**src/rtl/mem_arb_pkg.sv**
```systemverilog
// mem_arb_pkg: shared definitions for the three-port SRAM arbiter.
//   - arb_state_e     : arbiter FSM encodings (A_IDLE / A_GRANT)
//   - MEM_ARB_PORTS   : number of masters (3)
//   - ID/ADDR/DATA/MASK widths of the memory port
//   - onehot_to_idx() : converts a one-hot winner into a master index
package mem_arb_pkg;

  localparam int unsigned MEM_ARB_PORTS = 3;
  localparam int unsigned ID_WIDTH      = 2;
  localparam int unsigned ADDR_WIDTH    = 30;
  localparam int unsigned DATA_WIDTH    = 32;
  localparam int unsigned MASK_WIDTH    = DATA_WIDTH / 8;

  typedef enum logic [0:0] {
    A_IDLE  = 1'b0,
    A_GRANT = 1'b1
  } arb_state_e;

  function automatic logic [ID_WIDTH-1:0] onehot_to_idx(input logic [MEM_ARB_PORTS-1:0] oh);
    logic [ID_WIDTH-1:0] idx;
    idx = '0;
    if (oh[1]) idx = 2'd1;
    if (oh[2]) idx = 2'd2;
    return idx;
  endfunction

endpackage

```
**src/rtl/mem_arb_pick.sv**
```systemverilog
// mem_arb_pick: combinational winner selection for mem_arbiter.
// Macro: MEM_ARB_ROUND_ROBIN_EN selects round-robin search starting at 'pointer';
//        undefined gives fixed priority master 0 > 1 > 2 and ignores 'pointer'.
// Ports:
//   eligible  in  3  masters that may be granted this cycle
//   pointer   in  2  first master to consider (round-robin only)
//   winner    out 3  one-hot chosen master, zero when nothing is eligible
module mem_arb_pick
  import mem_arb_pkg::*;
(
  input  logic [MEM_ARB_PORTS-1:0] eligible,
  input  logic [1:0]               pointer,
  output logic [MEM_ARB_PORTS-1:0] winner
);

`ifdef MEM_ARB_ROUND_ROBIN_EN
  always_comb begin
    winner = '0;
    case (pointer)
      2'd1: begin
        if      (eligible[1]) winner = 3'b010;
        else if (eligible[2]) winner = 3'b100;
        else if (eligible[0]) winner = 3'b001;
      end
      2'd2: begin
        if      (eligible[2]) winner = 3'b100;
        else if (eligible[0]) winner = 3'b001;
        else if (eligible[1]) winner = 3'b010;
      end
      default: begin
        if      (eligible[0]) winner = 3'b001;
        else if (eligible[1]) winner = 3'b010;
        else if (eligible[2]) winner = 3'b100;
      end
    endcase
  end
`else
  logic unused_pointer;
  assign unused_pointer = ^pointer;

  always_comb begin
    winner = '0;
    if      (eligible[0]) winner = 3'b001;
    else if (eligible[1]) winner = 3'b010;
    else if (eligible[2]) winner = 3'b100;
  end
`endif

endmodule

```
**src/rtl/mem_arbiter.sv**
```systemverilog
// mem_arbiter: shares one id-tagged, burst-read SRAM port between three masters.
// Macro: MEM_ARB_ROUND_ROBIN_EN enables round-robin priority (default: fixed 0 > 1 > 2).
// Ports:
//   clock, rst_n                      clock and asynchronous active-low reset
//   port_waitrequest    out 3         low for the granted master in its accept cycle
//   port_address        in  3x30      per-master word address
//   port_read/write     in  3 each    per-master command strobes, held until accepted
//   port_writedata      in  3x32      per-master write data
//   port_writedatamask  in  3x4       per-master byte mask
//   port_readdata       out 32        broadcast of mem_readdata
//   port_readdatavalid  out 3         beat for master i (mem_readdataid == i+1)
//   mem_waitrequest     in  1         downstream stall
//   mem_id/address/read/write/writedata/writedatamask  out  registered command
//   mem_readdata        in  32        returned beat data
//   mem_readdataid      in  2         0 = no beat, 1..3 = beat owner
module mem_arbiter
  import mem_arb_pkg::*;
#(
  parameter int unsigned burst_bits = 2
) (
  input  logic                                clock,
  input  logic                                rst_n,
  output logic [MEM_ARB_PORTS-1:0]            port_waitrequest,
  input  logic [MEM_ARB_PORTS*ADDR_WIDTH-1:0] port_address,
  input  logic [MEM_ARB_PORTS-1:0]            port_read,
  input  logic [MEM_ARB_PORTS-1:0]            port_write,
  input  logic [MEM_ARB_PORTS*DATA_WIDTH-1:0] port_writedata,
  input  logic [MEM_ARB_PORTS*MASK_WIDTH-1:0] port_writedatamask,
  output logic [DATA_WIDTH-1:0]               port_readdata,
  output logic [MEM_ARB_PORTS-1:0]            port_readdatavalid,
  input  logic                                mem_waitrequest,
  output logic [ID_WIDTH-1:0]                 mem_id,
  output logic [ADDR_WIDTH-1:0]               mem_address,
  output logic                                mem_read,
  output logic                                mem_write,
  output logic [DATA_WIDTH-1:0]               mem_writedata,
  output logic [MASK_WIDTH-1:0]               mem_writedatamask,
  input  logic [DATA_WIDTH-1:0]               mem_readdata,
  input  logic [ID_WIDTH-1:0]                 mem_readdataid
);

  localparam int unsigned beat_width   = burst_bits + 1;
  localparam int unsigned burst_length = 1 << burst_bits;
  localparam logic [beat_width-1:0] BurstLoad = beat_width'(burst_length);

  arb_state_e                state_q;
  logic [ID_WIDTH-1:0]       grant_q;
  logic [MEM_ARB_PORTS-1:0]  pending_q;
  logic [beat_width-1:0]     beats_q [MEM_ARB_PORTS];
  logic                      stray_beat_q;
  logic [1:0]                rr_ptr;

  logic [MEM_ARB_PORTS-1:0]  eligible;
  logic [MEM_ARB_PORTS-1:0]  winner;
  logic [ID_WIDTH-1:0]       winner_idx;
  logic                      accept;
  logic                      stray_hit;

  assign eligible   = (port_read | port_write) & ~pending_q;
  assign winner_idx = onehot_to_idx(winner);
  assign accept     = (state_q == A_GRANT) && !mem_waitrequest;

  mem_arb_pick u_pick (
    .eligible (eligible),
    .pointer  (rr_ptr),
    .winner   (winner)
  );

  // Return path is purely combinational: zero-latency steering by id.
  assign port_readdata = mem_readdata;

  always_comb begin
    port_readdatavalid = '0;
    for (int i = 0; i < MEM_ARB_PORTS; i++) begin
      port_readdatavalid[i] = (mem_readdataid == ID_WIDTH'(i + 1));
    end
  end

  always_comb begin
    port_waitrequest = '1;
    if (accept) port_waitrequest[grant_q] = 1'b0;
  end

  // A beat is stray when its owner has no burst outstanding.
  always_comb begin
    stray_hit = 1'b0;
    for (int i = 0; i < MEM_ARB_PORTS; i++) begin
      if (port_readdatavalid[i] && (!pending_q[i] || beats_q[i] == '0)) stray_hit = 1'b1;
    end
  end

`ifdef MEM_ARB_ROUND_ROBIN_EN
  always_ff @(posedge clock or negedge rst_n) begin
    if (!rst_n) begin
      rr_ptr <= 2'd0;
    end else if (accept) begin
      rr_ptr <= (grant_q == 2'd2) ? 2'd0 : grant_q + 2'd1;
    end
  end
`else
  assign rr_ptr = 2'd0;
`endif

  always_ff @(posedge clock or negedge rst_n) begin
    if (!rst_n) begin
      state_q           <= A_IDLE;
      grant_q           <= '0;
      pending_q         <= '0;
      for (int i = 0; i < MEM_ARB_PORTS; i++) beats_q[i] <= '0;
      stray_beat_q      <= 1'b0;
      mem_id            <= '0;
      mem_address       <= '0;
      mem_read          <= 1'b0;
      mem_write         <= 1'b0;
      mem_writedata     <= '0;
      mem_writedatamask <= '0;
    end else begin
      stray_beat_q <= stray_beat_q | stray_hit;

      for (int i = 0; i < MEM_ARB_PORTS; i++) begin
        if (port_readdatavalid[i] && pending_q[i] && beats_q[i] != '0) begin
          beats_q[i] <= beats_q[i] - 1'b1;
          if (beats_q[i] == beat_width'(1)) pending_q[i] <= 1'b0;
        end
      end

      case (state_q)
        A_IDLE: begin
          if (|eligible) begin
            state_q           <= A_GRANT;
            grant_q           <= winner_idx;
            mem_id            <= winner_idx + 2'd1;
            mem_address       <= port_address[ADDR_WIDTH*winner_idx +: ADDR_WIDTH];
            mem_writedata     <= port_writedata[DATA_WIDTH*winner_idx +: DATA_WIDTH];
            mem_writedatamask <= port_writedatamask[MASK_WIDTH*winner_idx +: MASK_WIDTH];
            // Read wins when a master raises both strobes.
            mem_read          <= port_read[winner_idx];
            mem_write         <= port_write[winner_idx] & ~port_read[winner_idx];
          end
        end
        A_GRANT: begin
          if (!mem_waitrequest) begin
            state_q   <= A_IDLE;
            mem_read  <= 1'b0;
            mem_write <= 1'b0;
            // Granted master cannot have a beat in flight, so this load never races a decrement.
            if (mem_read) begin
              pending_q[grant_q] <= 1'b1;
              beats_q[grant_q]   <= BurstLoad;
            end
          end
        end
        default: state_q <= A_IDLE;
      endcase
    end
  end

endmodule

```
**config.mk**
```make
export PLATFORM = sky130hd
export DESIGN_NAME = mem_arbiter
export DESIGN_NICKNAME = d
export VERILOG_FILES = /design/src/rtl/mem_arb_pkg.sv /design/src/rtl/mem_arb_pick.sv /design/src/rtl/mem_arbiter.sv
export SDC_FILE = /design/constraint.sdc
export NUM_CORES = 1
export LEC_CHECK = 0
export BUFFER_PORTS_ARGS = -buffer_cell sky130_fd_sc_hd__buf_4
export CELL_PAD_IN_SITES_DETAIL_PLACEMENT = 1
export CELL_PAD_IN_SITES_GLOBAL_PLACEMENT = 1
export CORE_MARGIN = 3
export CORE_UTILIZATION = 29
export DETAILED_ROUTE_END_ITERATION = 10
export PLACE_DENSITY = 0.91
export RECOVER_POWER = 25
export SYNTH_ARGS = -nofsm -noshare
export SYNTH_HDL_FRONTEND = slang
export SYNTH_HIERARCHICAL = 1
export SYNTH_SLANG_ARGS = --single-unit
```
**constraint.sdc**
```tcl
create_clock -name clock -period 2 [get_ports clock]
set_input_delay 0.5 -clock clock [delete_from_list [all_inputs] [get_ports clock]]
set_output_delay 0.5 -clock clock [all_outputs]
set_load 0.02 [all_outputs]
```
=== Word-level counts from Yosys, hierarchy flattened ===
Cells that the tools add are included.

* Flip-flop bits (word level): 85
* Input bits: 241
* Output and inout bits: 108
* Logic and storage cells: 98

* $add $sub $neg: 4
* Multipliers: 1
* Order comparisons: 5
* Equal/unequal tests: 8
* Shifts and indexed selects: 3
* Multiplexer cells: 37
* Bitwise operators: 12
* Reductions and logical operators: 16

{| class="wikitable"
|+ Operators by type and width
! cell !! count
|-
| 96-bit by 8-bit indexed part select with 32-bit output || 1
|-
| 90-bit by 8-bit indexed part select with 30-bit output || 1
|-
| 3-bit two-way mux || 11
|-
| 9-bit two-way mux || 3
|-
| 1-bit two-way mux || 15
|-
| 12-bit by 5-bit indexed part select with 4-bit output || 1
|-
| 3-bit by 1-bit equality test with 1-bit output (second input constant) || 3
|-
| 1-bit logical AND || 9
|-
| 3-bit bitwise OR || 3
|-
| 3-bit nonzero test || 3
|-
| 3-bit by 1-bit subtractor with 3-bit output (second input constant) || 3
|-
| 6-bit AND || 1
|-
| 3-bit demux with 2-bit select || 1
|-
| 2-bit by 3-bit less-than comparator with 1-bit output (second input constant) || 2
|-
| 4-bit by 2-bit multiplier with 6-bit output (first input constant) || 1
|-
| 3-bit NOT || 2
|-
| 6-bit NOT || 1
|-
| 1-bit case mux with 2 select lines || 3
|-
| 1-bit binary-select mux with 2-bit select || 2
|-
| 2-bit equality test (second input constant) || 2
|-
| 2-bit inequality test (second input constant) || 2
|-
| 2-bit AND reduction || 2
|-
| 3-bit AND || 1
|-
| 3-bit >= comparator (second input constant) || 1
|-
| 11 further kinds || 12
|}

=== Logic depth before layout (Yosys ltp) ===
* Depth in word-level cells: 13
* Depth in mapped cells: 9
* Gate-level depth less buffers: 7

=== Hierarchy ===
Netlist, hierarchy kept.

{| class="wikitable"
|+ By module, submodules not included
! module !! instances !! cells an instance !! area an instance (um2) !! seq. area each (um2)
|-
| mem_arbiter || 1 || 580 || 5,028.6 || 2,127.0
|-
| mem_arb_pick || 1 || 3 || 26.3 || 0.0
|}

=== Worst setup path before layout ===
OpenSTA, ideal clock, no wires.

* Path kind: input to register
* Start: input port_write[0]
* End: register mem_address[29]
* Setup time: 133 ps
* Arrival time: 1,827 ps
* Required time: 1,867 ps
* Slack: 40 ps
* Stages: 8
* Path buffers: 2
* Cells stage by stage: o21bai_1 inv_1 nor3b_2 clkbuf_1 clkbuf_1 nor2_1 a21oi_1 o21ai_0

* Elaborated cells on any way between the ends: 9
* Those cells by class: 1 x mul; 1 x shift; 3 x mux; 2 x bitwise; 2 x reduce/logical

{| class="wikitable"
|+ RTL lines
! element !! RTL line !! RTL
|-
| start: declaration || mem_arbiter.sv:26 || <nowiki>input logic [MEM_ARB_PORTS-1:0] port_write,</nowiki>
|-
| 3-bit bitwise OR || mem_arbiter.sv:59 || <nowiki>assign eligible = (port_read | port_write) & ~pending_q;</nowiki>
|-
| 3-bit AND || mem_arbiter.sv:59 ||
|-
| net eligible[0] || mem_arbiter.sv:53 || <nowiki>logic [MEM_ARB_PORTS-1:0] eligible;</nowiki>
|-
| 3-bit two-way mux || mem_arb_pick.sv:43 || <nowiki>if (eligible[0]) winner = 3'b001;</nowiki>
|-
| net winner[2] || mem_arbiter.sv:54 || <nowiki>logic [MEM_ARB_PORTS-1:0] winner;</nowiki>
|-
| 2-bit two-way mux || mem_arb_pkg.sv:23 || <nowiki>if (oh[2]) idx = 2'd2;</nowiki>
|-
| 4-bit by 2-bit multiplier with 6-bit output || mem_arbiter.sv:133 || <nowiki>mem_address <= port_address[ADDR_WIDTH*winner_idx +: ADDR_WIDTH];</nowiki>
|-
| 90-bit by 8-bit indexed part select with 30-bit output || mem_arbiter.sv:133 ||
|-
| end signal: assignment || mem_arbiter.sv:133 ||
|-
| end: declaration || mem_arbiter.sv:33 || <nowiki>output logic [ADDR_WIDTH-1:0] mem_address,</nowiki>
|}

The timed path passes the listed nets, and every way through them passes these cells.
A chain may end at the register's enable or synchronous reset.

=== Final worst setup path ===
* Start: register grant_q[1]
* End: output port_waitrequest[1]

* Longest elaborated chain between the ends: 6
* Elaborated cells on any way between the ends: 7
* Those cells by class: 2 x order compare; 3 x mux; 1 x bitwise; 1 x reduce/logical

{| class="wikitable"
|+ Ends and longest elaborated chain
! element !! RTL line !! RTL
|-
| start: declaration || mem_arbiter.sv:47 || <nowiki>logic [ID_WIDTH-1:0] grant_q;</nowiki>
|-
| start signal: assignment || mem_arbiter.sv:131 || <nowiki>grant_q <= winner_idx;</nowiki>
|-
| 2-bit by 3-bit less-than comparator with 1-bit output (not written as such) or 2-bit by 1-bit >= comparator with 1-bit output (tied branches) || mem_arbiter.sv:81 || <nowiki>if (accept) port_waitrequest[grant_q] = 1'b0;</nowiki>
|-
| 1-bit logical AND (not written as such) || mem_arbiter.sv:81 ||
|-
| 1-bit two-way mux (not written as such) || mem_arbiter.sv:81 ||
|-
| 1-bit demux with 2-bit select (*) || mem_arbiter.sv:81 ||
|-
| 3-bit NOT (no line) (*) || n/a ||
|-
| 3-bit two-way mux (*) || mem_arbiter.sv:81 ||
|-
| end: declaration || mem_arbiter.sv:23 || <nowiki>output logic [MEM_ARB_PORTS-1:0] port_waitrequest,</nowiki>
|}

Every way passes the cells marked *; elsewhere a longest branch is shown, timed or not.

==> report_table.html <==
<table>
<tr><th>Metric</th><th>Value</th></tr>
<tr><th colspan="2">Critical path</th></tr>
<tr><td>Endpoint class of the critical path</td><td>output pin</td></tr>
<tr><td>Reg-to-reg slack, setup</td><td>0.14 ns</td></tr>
<tr><td>Count of buffering cells on the critical path with inverters included</td><td>2</td></tr>
<tr><td>Source of the worst register-to-register timing path</td><td>pending_q[0]</td></tr>
<tr><td>Cells along the critical path</td><td>nor2b_2, and3b_1, inv_1, buf_4</td></tr>
<tr><td>Worst stage delay on the critical path</td><td>between 0.4 and 0.5 ns</td></tr>
<tr><td>Biggest fanout along the worst timing path</td><td>4</td></tr>
<tr><td>Startpoint types</td><td>flip-flop</td></tr>
<tr><td>Type of the worst setup path</td><td>flip-flop to output pin</td></tr>
<tr><td>Critical path required time</td><td>1.50 ns</td></tr>
<tr><td>Worst-case reg-to-reg path depth</td><td>9</td></tr>
<tr><td>Endpoint of the lowest-slack register-to-register path</td><td>mem_writedata[6]</td></tr>
<tr><td>Gate family responsible for the most delay along the worst path</td><td>simple AND/OR/NAND/NOR gates</td></tr>
<tr><td>Slowest library cell on the worst path</td><td>sky130_fd_sc_hd__dfrtp_1</td></tr>
<tr><td>Arrival time of the worst setup path</td><td>roughly 1.4 ns</td></tr>
<tr><th colspan="2">Clock tree</th></tr>
<tr><td>Hold-fix buffers at CTS</td><td>0</td></tr>
<tr><td>Clock network latency to the later pin of the worst-skew pair</td><td>between 0.3 and 0.4 ns</td></tr>
<tr><td>TritonCTS buffer count</td><td>9</td></tr>
<tr><td>Count of H-tree levels built during CTS</td><td>3</td></tr>
<tr><td>Clock-pin slew on the worst setup and hold paths</td><td>~0.070 ns</td></tr>
<tr><td>Clock tree from TritonCTS</td><td>yes</td></tr>
<tr><td>CTS sink cnt</td><td>85</td></tr>
<tr><td>Number of buffers on the longest clock path</td><td>2</td></tr>
<tr><td>Clock root buffer master</td><td>sky130_fd_sc_hd__clkbuf_16</td></tr>
<tr><th colspan="2">Floorplan</th></tr>
<tr><td>Width of the die</td><td>138 um</td></tr>
<tr><td>Number of cell rows</td><td>47</td></tr>
<tr><td>Number of top-level pins</td><td>approximately 350</td></tr>
<tr><td>Area of the core</td><td>~17,000 sq um</td></tr>
<tr><td>Area of the die</td><td>around 19,000 sq um</td></tr>
<tr><td>Initial standard-cell utilization of the core</td><td>between 20% and 30%</td></tr>
<tr><td>Vert. Die Dim</td><td>approximately 140 um</td></tr>
<tr><th colspan="2">Timing</th></tr>
<tr><td>Fraction of the cycle the final worst path needs</td><td>between 90% and 100%</td></tr>
<tr><td>Pins Over Slew Limit</td><td>0</td></tr>
<tr><td>Actual transition at the worst max-transition pin</td><td>1.22 ns</td></tr>
<tr><td>Setup-violating endpoint count in the final report</td><td>0</td></tr>
<tr><td>Post-layout min period</td><td>roughly 1.9 ns</td></tr>
<tr><td>Fmax</td><td>approximately 0.53 GHz</td></tr>
<tr><td>Worst-case headroom to the max-slew limit</td><td>between 10% and 20%</td></tr>
<tr><td>WHS</td><td>0.430 ns</td></tr>
<tr><td>Final worst-path setup slack</td><td>0.107 ns</td></tr>
<tr><td>Number of hold violations in the final report</td><td>0</td></tr>
<tr><td>Worst clock skew</td><td>about 0.0096 ns</td></tr>
<tr><th colspan="2">Yosys</th></tr>
<tr><td>Yosys warning total</td><td>6</td></tr>
<tr><td>Cell count after synthesis</td><td>about 580</td></tr>
<tr><td>Synth Cell Area</td><td>5040 sq um</td></tr>
<tr><td>Post-synthesis average cell area</td><td>8.68 sq um</td></tr>
<tr><td>Post-synth net total</td><td>between 800 and 900</td></tr>
<tr><th colspan="2">Placed design</th></tr>
<tr><td>DP HPWL</td><td>approximately 15 mm</td></tr>
<tr><td>Routability-driven placement congestion ratio</td><td>0.773</td></tr>
<tr><td>Count of buffers inserted at the top-level ports</td><td>284</td></tr>
<tr><td>Setup slack at placement</td><td>-0.115 ns</td></tr>
<tr><td>Number of placed instances, taps included</td><td>~1,100</td></tr>
<tr><th colspan="2">Drt</th></tr>
<tr><td>Via count normalized by instance count</td><td>between 4 and 5</td></tr>
<tr><td>Final antenna-violating net count</td><td>0</td></tr>
<tr><td>Routed wire per std cell</td><td>around 17 um</td></tr>
<tr><td>Total wirelength of the detailed-routed design</td><td>roughly 19 mm</td></tr>
<tr><td>Total via count in the routed design</td><td>around 5,000</td></tr>
<tr><td>Drt first-iter violations</td><td>between 150 and 200</td></tr>
<tr><td>Number of design rule violations left after detail routing</td><td>0</td></tr>
<tr><td>First-pass detailed-route iteration total</td><td>4</td></tr>
<tr><th colspan="2">Power and ir drop</th></tr>
<tr><td>Power dissipated by switching net loads</td><td>4950 uW</td></tr>
<tr><td>Switching part of the total</td><td>about 42%</td></tr>
<tr><td>Cell internal pwr</td><td>between 6000 and 7000 uW</td></tr>
<tr><td>Sequential share of power</td><td>a little over a quarter</td></tr>
<tr><td>Worst supply voltage drop on vdd</td><td>around 0.00051 V</td></tr>
<tr><td>Total power per unit cell area</td><td>about 1500 nW/um^2</td></tr>
<tr><td>Logic pwr share</td><td>57.9%</td></tr>
<tr><td>Leak pwr</td><td>around 0.004 uW</td></tr>
<tr><td>Proportion of power drawn by the clock network</td><td>roughly 16%</td></tr>
<tr><th colspan="2">Layout</th></tr>
<tr><td>ANT cells</td><td>0</td></tr>
<tr><td>Commonest cells after routing, fill and taps aside</td><td>sky130_fd_sc_hd__buf_4, sky130_fd_sc_hd__dfrtp_1, sky130_fd_sc_hd__nand2_1, sky130_fd_sc_hd__nor2_1, sky130_fd_sc_hd__o21ai_0</td></tr>
<tr><td>Share of layout cells above drive strength 1</td><td>approximately two fifths</td></tr>
<tr><td>Post-synthesis to final-layout area growth</td><td>54.9%</td></tr>
<tr><td>Most common cell after layout, fill and taps aside</td><td>sky130_fd_sc_hd__buf_4</td></tr>
<tr><td>Post-route non-filler standard cell count</td><td>1,071</td></tr>
<tr><td>Net count reported at finish</td><td>about 1,100</td></tr>
<tr><th colspan="2">Global route</th></tr>
<tr><td>Via count of the first global-routing pass</td><td>roughly 5,500</td></tr>
<tr><td>Pin count of the biggest net entering global routing</td><td>between 80 and 90</td></tr>
<tr><td>Number of antenna violations at the first check in global routing</td><td>0</td></tr>
<tr><td>Wire length of the first global-routing pass</td><td>about 28 mm</td></tr>
<tr><td>Grt total ovfl</td><td>0</td></tr>
<tr><td>Overall fraction of global-route tracks in use</td><td>18.7%</td></tr>
<tr><th colspan="2">Hold path</th></tr>
<tr><td>Startpoint of the worst hold path</td><td>mem_waitrequest</td></tr>
<tr><td>Hold Crit Endpoint</td><td>mem_read</td></tr>
<tr><td>Worst min-delay path category</td><td>primary input to flip-flop</td></tr>
<tr><td>Depth of the worst hold-timing path</td><td>3</td></tr>
<tr><th colspan="2">Outcome</th></tr>
<tr><td>Run status</td><td>finished, final reports clean</td></tr>
<tr><th colspan="2">Job</th></tr>
<tr><td>Max-cap violation count</td><td>0</td></tr>
</table>
## layer usage
| metal | track usage (%) | vias up | share of wire, % |
|---|---|---|---|
| li1 | - | 2463 | - |
| met1 | 20.4 | 2401 | 37 |
| met2 | 34.1 | 195 | 53 |
| met3 | 5.04 | 36 | 7.5 |
| met4 | 7.96 | 0 | 2.6 |
| met5 | 0 | - | 0 |
## worst max path at each step
stage / start / to / slack, ns / cells after the start
after floorplan: port_write[0] / mem_address[29] / 0.06 / 8
after global placement: port_write[0] / mem_writedata[6] / -0.04 / 10
after detailed placement: port_write[0] / mem_writedata[6] / -0.12 / 10
after CTS: grant_q[1] / port_waitrequest[1] / 0.04 / 4
after global routing: pending_q[0] / mem_writedata[29] / -0.03 / 9
final: grant_q[1] / port_waitrequest[1] / 0.11 / 4
## metrics by stage
stage / area (sq um) / utilization (%) / setup TNS, ns / total power (uW)
floorplan: 5040 / - / 0 / 6940
global placement: 7480 / 44.5 / -0.166 / 9580
detailed placement: 7480 / 44.5 / -2.82 / 9940
CTS: 7810 / 46.4 / 0 / 11900
global route: 7820 / 46.5 / -0.329 / 12600
finish: 7820 / 46.5 / 0 / 11700
## repair_timing
action | CTS | global route
gates resized for setup | 0 | 2
setup buffers | 0 | 2
endpoints found under the hold margin | 0 | 0
setup endpoints to repair | 0 | 33
## power groups by stage
| stage | clock network [uW] | registers (uW) | logic (uW) |
|---|---|---|---|
| 2_1_floorplan | 0 | 3810 | 3130 |
| 3_3_place_gp | 0 | 3050 | 6530 |
| 3_5_place_dp | 0 | 3110 | 6830 |
| 4_1_cts | 1920 | 3090 | 6850 |
| 5_1_grt | 1990 | 3170 | 7480 |
| 6_report | 1850 | 3070 | 6780 |
## worst min-delay path: cells and delay by family
kind                   cells  cell delay [ns]
buffers and inverters      1             0.10
AO/OA/AOI/OAI              1             0.07
AND/OR/NAND/NOR            1             0.07
## registers in the layout, summed over array words and instances, names as in the netlist
register and cells:
mem_writedata 32, mem_address 30, beats_q 9, mem_writedatamask 4, pending_q 3, grant_q 2
mem_id 2, mem_read 1, mem_write 1, state_q 1
## layout make-up
| cell class | instances | area [sq um] |
|---|---|---|
| Multi-Input combinational cell | 414 | 2470 |
| Fill cell | 1995 | 9000 |
| Clock inverter | 5 | 83.8 |
| Sequential cell | 85 | 2130 |
| Timing Repair Buffer | 324 | 2570 |
| Inverter | 12 | 45.0 |
| Clock buffer | 11 | 243 |
| Tap cell | 220 | 275 |
(Power assumes the default switching activity.)
